[config.mk]
export PLATFORM = sky130hd
export DESIGN_NAME = mac_aging_table
export DESIGN_NICKNAME = d
export VERILOG_FILES = /design/src/rtl/mac_aging_table.sv
export SDC_FILE = /design/constraint.sdc
export NUM_CORES = 2
export LEC_CHECK = 0
export CAP_MARGIN = 20
export CORE_ASPECT_RATIO = 1.4
export CORE_UTILIZATION = 55
export DETAILED_ROUTE_END_ITERATION = 16
export HOLD_SLACK_MARGIN = 0.15
export PLACE_DENSITY_LB_ADDON = 0.1
export SLEW_MARGIN = 10
export SYNTH_ARGS = -nofsm -noshare
export SYNTH_HDL_FRONTEND = slang
export SYNTH_SLANG_ARGS = --single-unit
[constraint.sdc]
create_clock -name clk -period 31.3 [get_ports clk]
set_input_delay 9.39 -clock clk [delete_from_list [all_inputs] [get_ports clk]]
set_output_delay 9.39 -clock clk [all_outputs]
set_load 0.02 [all_outputs]
[src/rtl/mac_aging_table.sv]
// MAC learning table with per-entry aging, station-move handling and port flush.
// Lookups return one cycle later and always see the table as it was before that cycle's updates.
module mac_aging_table #(
  parameter int NUM_PORTS   = 4,
  parameter int NUM_ENTRIES = 16,
  parameter int AGE_WIDTH   = 4,
  localparam int PW = $clog2(NUM_PORTS),
  localparam int IW = $clog2(NUM_ENTRIES),
  localparam int CW = $clog2(NUM_ENTRIES + 1)
) (
  input  logic          clk,
  input  logic          rst,
  input  logic          learn_req_i,
  input  logic [47:0]   learn_address_i,
  input  logic [PW-1:0] learn_port_i,
  input  logic          lookup_req_i,
  input  logic [47:0]   lookup_address_i,
  output logic          lookup_valid_o,
  output logic          lookup_hit_o,
  output logic [PW-1:0] lookup_port_o,
  input  logic          age_tick_i,
  input  logic          flush_req_i,
  input  logic [PW-1:0] flush_port_i,
  output logic          busy_o,
  output logic          evict_o,
  output logic [CW-1:0] entry_count_o
);

  // state      | meaning
  // IDLE       | no scan running; tick or flush request starts one
  // AGE_SCAN   | one entry per cycle: decrement age, invalidate at age 1
  // FLUSH_SCAN | one entry per cycle: invalidate entries on the latched port
  typedef enum logic [1:0] {IDLE, AGE_SCAN, FLUSH_SCAN} state_t;

  localparam logic [AGE_WIDTH-1:0] AGE_MAX  = '1;
  localparam logic [AGE_WIDTH-1:0] AGE_ONE  = AGE_WIDTH'(1);
  localparam logic [IW-1:0]        LAST_IDX = IW'(NUM_ENTRIES - 1);

  state_t               state_q, state_d;
  logic [IW-1:0]        idx_q, idx_d;
  logic [PW-1:0]        flush_port_q, flush_port_d;

  logic [NUM_ENTRIES-1:0] valid_q, valid_d;
  logic [47:0]            addr_q [NUM_ENTRIES];
  logic [47:0]            addr_d [NUM_ENTRIES];
  logic [PW-1:0]          port_q [NUM_ENTRIES];
  logic [PW-1:0]          port_d [NUM_ENTRIES];
  logic [AGE_WIDTH-1:0]   age_q  [NUM_ENTRIES];
  logic [AGE_WIDTH-1:0]   age_d  [NUM_ENTRIES];

  logic [CW-1:0]        count_q, count_d;
  logic                 evict_q, evict_d;
  logic                 lk_valid_q, lk_hit_q;
  logic [PW-1:0]        lk_port_q;

  logic                 lk_match;
  logic [PW-1:0]        lk_match_port;
  logic                 ln_hit, ln_free;
  logic [IW-1:0]        ln_hit_idx, ln_free_idx, min_idx, wr_idx;
  logic [AGE_WIDTH-1:0] min_age;

  always_comb begin
    lk_match      = 1'b0;
    lk_match_port = '0;
    for (int i = 0; i < NUM_ENTRIES; i++) begin
      if (valid_q[i] && addr_q[i] == lookup_address_i) begin
        lk_match      = 1'b1;
        lk_match_port = port_q[i];
      end
    end
  end

  // Descending walk leaves the lowest matching / free index selected.
  always_comb begin
    ln_hit      = 1'b0;
    ln_hit_idx  = '0;
    ln_free     = 1'b0;
    ln_free_idx = '0;
    for (int i = NUM_ENTRIES - 1; i >= 0; i--) begin
      if (valid_q[i] && addr_q[i] == learn_address_i) begin
        ln_hit     = 1'b1;
        ln_hit_idx = IW'(i);
      end
      if (!valid_q[i]) begin
        ln_free     = 1'b1;
        ln_free_idx = IW'(i);
      end
    end
  end

  // Replacement victim: strictly-smaller compare keeps the lowest index on ties.
  always_comb begin
    min_idx = '0;
    min_age = age_q[0];
    for (int i = 1; i < NUM_ENTRIES; i++) begin
      if (age_q[i] < min_age) begin
        min_age = age_q[i];
        min_idx = IW'(i);
      end
    end
  end

  always_comb begin
    state_d      = state_q;
    idx_d        = idx_q;
    flush_port_d = flush_port_q;
    case (state_q)
      IDLE: begin
        idx_d = '0;
        if (flush_req_i) begin
          state_d      = FLUSH_SCAN;
          flush_port_d = flush_port_i;
        end else if (age_tick_i) begin
          state_d = AGE_SCAN;
        end
      end
      AGE_SCAN, FLUSH_SCAN: begin
        if (idx_q == LAST_IDX) begin
          state_d = IDLE;
          idx_d   = '0;
        end else begin
          idx_d = idx_q + IW'(1);
        end
      end
      default: begin
        state_d = IDLE;
        idx_d   = '0;
      end
    endcase
  end

  // Scan update first, then learn, so a learn to the scanned entry overrides it.
  always_comb begin
    valid_d = valid_q;
    addr_d  = addr_q;
    port_d  = port_q;
    age_d   = age_q;
    evict_d = 1'b0;
    wr_idx  = '0;

    if (state_q == AGE_SCAN && valid_q[idx_q]) begin
      if (age_q[idx_q] > AGE_ONE) begin
        age_d[idx_q] = age_q[idx_q] - AGE_ONE;
      end else if (age_q[idx_q] == AGE_ONE) begin
        valid_d[idx_q] = 1'b0;
      end
    end

    if (state_q == FLUSH_SCAN && valid_q[idx_q] && port_q[idx_q] == flush_port_q) begin
      valid_d[idx_q] = 1'b0;
    end

    if (learn_req_i) begin
      if (ln_hit) begin
        wr_idx = ln_hit_idx;
      end else if (ln_free) begin
        wr_idx = ln_free_idx;
      end else begin
        wr_idx  = min_idx;
        evict_d = 1'b1;
      end
      valid_d[wr_idx] = 1'b1;
      addr_d[wr_idx]  = learn_address_i;
      port_d[wr_idx]  = learn_port_i;
      age_d[wr_idx]   = AGE_MAX;
    end
  end

  always_comb begin
    count_d = '0;
    for (int i = 0; i < NUM_ENTRIES; i++) begin
      count_d = count_d + CW'(valid_d[i]);
    end
  end

  always_ff @(posedge clk) begin
    if (rst) begin
      state_q      <= IDLE;
      idx_q        <= '0;
      flush_port_q <= '0;
      valid_q      <= '0;
      count_q      <= '0;
      evict_q      <= 1'b0;
      lk_valid_q   <= 1'b0;
      lk_hit_q     <= 1'b0;
      lk_port_q    <= '0;
    end else begin
      state_q      <= state_d;
      idx_q        <= idx_d;
      flush_port_q <= flush_port_d;
      valid_q      <= valid_d;
      count_q      <= count_d;
      evict_q      <= evict_d;
      lk_valid_q   <= lookup_req_i;
      lk_hit_q     <= lookup_req_i & lk_match;
      lk_port_q    <= (lookup_req_i && lk_match) ? lk_match_port : '0;
    end
  end

  // Entry payload is qualified by valid_q, so it carries no reset.
  always_ff @(posedge clk) begin
    addr_q <= addr_d;
    port_q <= port_d;
    age_q  <= age_d;
  end

  assign lookup_valid_o = lk_valid_q;
  assign lookup_hit_o   = lk_hit_q;
  assign lookup_port_o  = lk_port_q;
  assign busy_o         = (state_q != IDLE);
  assign evict_o        = evict_q;
  assign entry_count_o  = count_q;

endmodule

-- Word level (Yosys, flattened, before mapping)
Index checks and enable logic that the tools add are counted.
- input bits: 106
- word-level logic and storage cells: 360
- flip-flop bits (word level): 898
- reduce and logical (&&, ||, !) cells: 48
- eq/ne operators: 39
- $add $sub $neg: 17
- bitwise operators: 11
- mux-type cells: 164
- order comparisons: 24
- operators by type and width (operator ; count):
    48-bit == test ; 32
    768-bit bitwise mux ; 1
    4-bit two-way mux ; 67
    48-bit demux with 4-bit select ; 1
    64-bit two-way mux ; 3
    16-bit two-way mux ; 5
    64-bit bitwise mux ; 1
    64-bit OR ; 1
    4-bit less-than comparator ; 15
    5-bit by 1-bit adder with 5-bit output ; 11
    1-bit two-way mux ; 53
    48-bit two-way mux ; 1
    2-bit two-way mux ; 22
    1-bit logical AND ; 40
    16-bit bitwise AND ; 2
    32-bit bitwise mux ; 1
    4-bit demux with 4-bit select ; 2
    4-bit binary-select mux with 4-bit select ; 1
    16-bit inverter ; 1
    16-bit OR ; 1
    5-bit >= comparator (second input constant) ; 2
    4-bit by 5-bit less-than comparator with 1-bit output (second input constant) ; 2
    5-bit by 1-bit less-than comparator with 1-bit output (second input constant) ; 2
    4-bit inverter with 5-bit output ; 2
    other kinds (27) ; 34

-- Depth between registers and ports, before layout
- depth after elaboration: 54
- depth in mapped cells: 124
- mapped depth without buffers: 124

-- Worst setup path before layout
OpenSTA, ideal clock, no wires.
- path kind: reg2reg
- from: register age_q[61] in the netlist's numbering
- to: register count_q[4] (netlist: entry_count_o[4])
- clock period less this slack: 22.865 ns
- path slack: 8.435 ns
- data arrival time: 22.785 ns
- library setup time: 0.080 ns
- cell stages (with the launch flop): 117
- path through: dfxtp_1 -> inv_1 -> ha_1 -> o211ai_1 -> o21a_2 -> nor2_1 -> a21oi_1 -> ha_1 -> nor2b_1 -> and2_1 -> o31ai_1 -> nand3_1 -> mux2i_1 -> inv_1 -> ha_1 -> nor2b_1 -> inv_1 -> o21ai_0 -> (+81 left out) -> a41oi_1 -> a31o_2 -> nand4_1 -> and2_1 -> nand3_1 -> nor2_1 -> nor2_1 -> fa_1 -> fa_1 -> fa_1 -> fa_1 -> inv_1 -> ha_1 -> inv_1 -> fa_1 -> inv_1 -> a21oi_1 -> nor3b_1
- cells in the longest elaborated chain, start to end: 54
- ends and longest elaborated chain (element ; RTL line ; text):
    start, declared ; 48 ; logic [AGE_WIDTH-1:0] age_q [NUM_ENTRIES];
    start signal, assigned ; 204 ; age_q <= age_d;
    4-bit less-than comparator ; 96 ; if (age_q[i] < min_age) begin
    4-bit two-way mux ; 96 ;
    4-bit less-than comparator ; 96 ;
    4-bit two-way mux ; 96 ;
    4-bit less-than comparator ; 96 ;
    4-bit two-way mux ; 96 ;
    4-bit less-than comparator ; 96 ;
    4-bit two-way mux ; 96 ;
    (+29 left out) ; -- ;
    16-bit OR (no source line) ; -- ;
    16-bit two-way mux * ; 153 ; if (learn_req_i) begin
    1-bit by 1-bit adder with 2-bit output ; 172 ; count_d = count_d + CW'(valid_d[i]);
    2-bit by 1-bit adder with 3-bit output ; 172 ;
    3-bit by 1-bit adder with 4-bit output ; 172 ;
    4-bit by 1-bit adder with 5-bit output ; 172 ;
    5-bit by 1-bit adder with 5-bit output (10 in a row) ; 172 ;
    5-bit by 1-bit adder with 5-bit output * ; 172 ;
    end signal, assigned ; 192 ; count_q <= count_d;
    end, declared ; 51 ; logic [CW-1:0] count_q, count_d;
Every way passes the cells marked *; elsewhere a longest branch is shown, timed or not. The select of a mux whose other input is x is not followed.
A chain may end at the register's enable or synchronous reset.

-- Final worst setup path
Same ends and word-level chain as after synthesis.

==> flow_summary.json <==
{
  "syn_area_um2": 50300,
  "setup_violations": 0,
  "synth-edff-count": 800,
  "synth.top_cell.area_share": 0.478,
  "cts_tree": "built",
  "slowest_delay_ns": 0.78,
  "yosys.area_share.simple": 0.0995,
  "grt_pass1_vias": 37200,
  "setup_ws_ns": 6.07,
  "power_density_nw_per_um2": 52.4,
  "synth_cells": 4222,
  "initial_utilization": 0.558,
  "grtUsageTotal": 0.448,
  "synth_xor_area_frac": 0.239,
  "rsz0062_at_grt": "false",
  "yosysWarnings": 0,
  "io_pins": 117,
  "cts-resized-gates": 0,
  "fin_setup_tns_ns": 0,
  "syn_area_per_cell_um2": 11.9,
  "relSlewSlack": 0.230,
  "synthArstFlopShare": 0,
  "cp_slowest_cell": "o31ai_1",
  "cp.required_ns": 31.91,
  "arrival_ns": 25.84,
  "finish.utilization": 0.620,
  "first_pass_iters": 7,
  "area_growth_pct": 11.0,
  "core_area_um2": 90100,
  "ant_nets": 0,
  "cts_setup_buffers": 0,
  "gp_congestion": 1.00,
  "clock_latency_ns": 0.70,
  "synth_top_family_by_area": "XOR/XNOR gates",
  "fin_worst_skew_ns": 0.0262,
  "layout_min_cycle_time_ns": 25.23,
  "dpl.hpwl_um": 137000,
  "synth_area_leaders": "edfxtp_1 (48%), xor2_1 (15%), xnor2_1 (9.1%), dfxtp_1 (3.9%), nor4_1 (2.9%)",
  "clk_pin_slew_ns": 0.07,
  "vias_per_cell": 6.79,
  "synth_mux_area_frac": 0.0293,
  "synth-seq-cells": 898,
  "grt_pass1_wl_um": 286000,
  "max-cap-violations": 0,
  "htreeDepth": 3,
  "cts_sinks": 898,
  "wl_per_cell_um": 37.1,
  "die_h_um": 360,
  "synth-adder-area-share": 0.0193,
  "ys.flop_type": "edfxtp_1",
  "num_rows": 130,
  "synth.distinct_cells": 101,
  "routed-via-count": 38300,
  "layout-drive-gt1-share": 0.108,
  "seq_area_frac_synth": 0.517,
  "status": "finished clean",
  "maxSlewViolCount": 0,
  "cp-start-kind": "flip-flop",
  "cts_made_buffers": 91,
  "path_class": "reg2reg",
  "critical_path.endpoint_type": "flip-flop",
  "antenna_found_initial": 7,
  "die_area_um2": 92700,
  "dp_slack_ns": 6.17,
  "synth_area_leader_cell": "edfxtp_1",
  "drtIter0Drc": 5417,
  "port_buffers": 116,
  "grt_max_degree": 53,
  "hold_viol": 0,
  "fin_nets": 4546,
  "worstMarginPinSlew_ns": 1.14,
  "die_w_um": 258,
  "fmax_mhz": 39.6,
  "cts-root-buf": "clkbuf_16",
  "irDropWorstVdd_uv": 50.8,
  "hold_path_class": "reg2reg",
  "p_leak_nw": 19.8,
  "drt-total-wl_um": 209000,
  "fin_area_um2": 55900,
  "crit_fanout": 51,
  "synthesis.nets": 4399,
  "hold_buffers": 0,
  "overflow": 0,
  "clockBufferDepth": 3,
  "drc": 0,
  "synth_compound_area_frac": 0.0648,
  "power_mw": 2.93,
  "place_area_um2": 52800,
  "fin_crit_sh": 0.806
}
## cell usage after synthesis (7+ instances only)
library cell    n
nand2b_1       13
o22ai_1        53
a31oi_1         9
or2_2           9
nor4_1        234
a22o_1         10
nand2_1       169
nor2_1         72
edfxtp_1      800
mux4_2         34
o31ai_1         7
a21oi_1        61
fa_1           10
xnor2_1       520
a22oi_1         7
o211ai_1       26
a21boi_0        7
xor2_1        851
nor2b_1        30
o2bb2ai_1      23
clkbuf_1      158
a21o_1         14
inv_1         205
or4_1          19
nor3_1         48
nand4_1       191
ha_1           61
and3_1         10
o21ai_0        82
buf_1          49
mux2i_1        64
a221o_1         8
a2111oi_0      14
dfxtp_1        98
a221oi_1       29
a222oi_1        9
or3_1          11
a211oi_1        8
and2_1         22
nand3_1        62
## cell families after synthesis
| family | count (synthesis) |
|---|---|
| AND/OR/NAND/NOR | 909 |
| flip-flops | 898 |
| multiplexers | 104 |
| adder cells (fa/ha/maj) | 72 |
| AO/OA/AOI/OAI | 447 |
| XOR/XNOR | 1371 |
| buffers and inverters | 421 |
## critical path: cells and delay by family, from the launching register on
family,cells,cell delay (ns)
flops,1,0.39
simple gates,35,6.06
mux,4,1.23
fa+ha+maj,21,6.44
compound gates,41,9.16
buf+inv,18,1.78
## through the flow
stage,hold WS (ns),std cells
after floorplan,0.449,4222
after global placement,0.483,5460
after detailed placement,0.486,5460
after CTS,0.499,5627
after global routing,0.522,5631
final,0.489,5636
## where the power goes
group	switching, mW	internal [mW]	total, mW
clock network	0.496	0.611	1.11
logic	0.340	0.152	0.492
registers	0.0111	1.32	1.33
total	0.846	2.08	2.93
## cell usage in the layout (no fill, tap or decap), drive strengths merged, types with 20 or more instances in the layout
master / n
nor2: 72
xor2: 851
o211ai: 30
nand4: 191
o21ai: 84
o22ai: 55
nor3: 48
clkbuf: 113
inv: 211
clkdlybuf4s50: 30
edfxtp: 800
mux2i: 64
nand3: 62
a221oi: 29
ha: 61
o2bb2ai: 23
nor2b: 32
buf: 238
mux4: 34
and2: 23
dfxtp: 98
nor4: 234
a21oi: 66
clkinv: 40
nand2: 169
or4: 20
xnor2: 520
## metal layers
metal  wire (µm)  up-vias  GRT usage
met2       93500     2962      0.695
met4       21000        6      0.372
met5          38        -          0
met3       26100      884      0.112
met1       68600    18800      0.523
li1            -    15600          -
## path summary, 6_finish.rpt
| path | startpoint | to | slack, ns | cells after the start |
|---|---|---|---|---|
| max | age_q[61] | entry_count_o[4] | 6.07 | 119 |
| min | flush_port_q[1] | flush_port_q[1] | 0.49 | 2 |
| max reg2reg | age_q[61] | entry_count_o[4] | 6.07 | 119 |
| min reg2reg | flush_port_q[1] | flush_port_q[1] | 0.49 | 2 |
## area by class of cell
type                    instances  area (µm²)
diodes                          5        12.5
clock buffers                 113        2470
clock inverters                54         447
fillers                      7365       34300
inverters                     207         777
multi-input cells            2903       22700
flip-flops and latches        898       26000
well taps                    1188        1490
repair buffers                268        1920
## flip-flops by register name (all words and copies together), names as in the netlist
signal and cells:
addr_q 768, age_q 64, port_q 32, valid_q 16, entry_count_o 5, idx_q 4, flush_port_q 2, lookup_port_o 2
state_q 2, evict_o 1, lookup_hit_o 1, lookup_valid_o 1
Power figures use the tool's default switching activity.
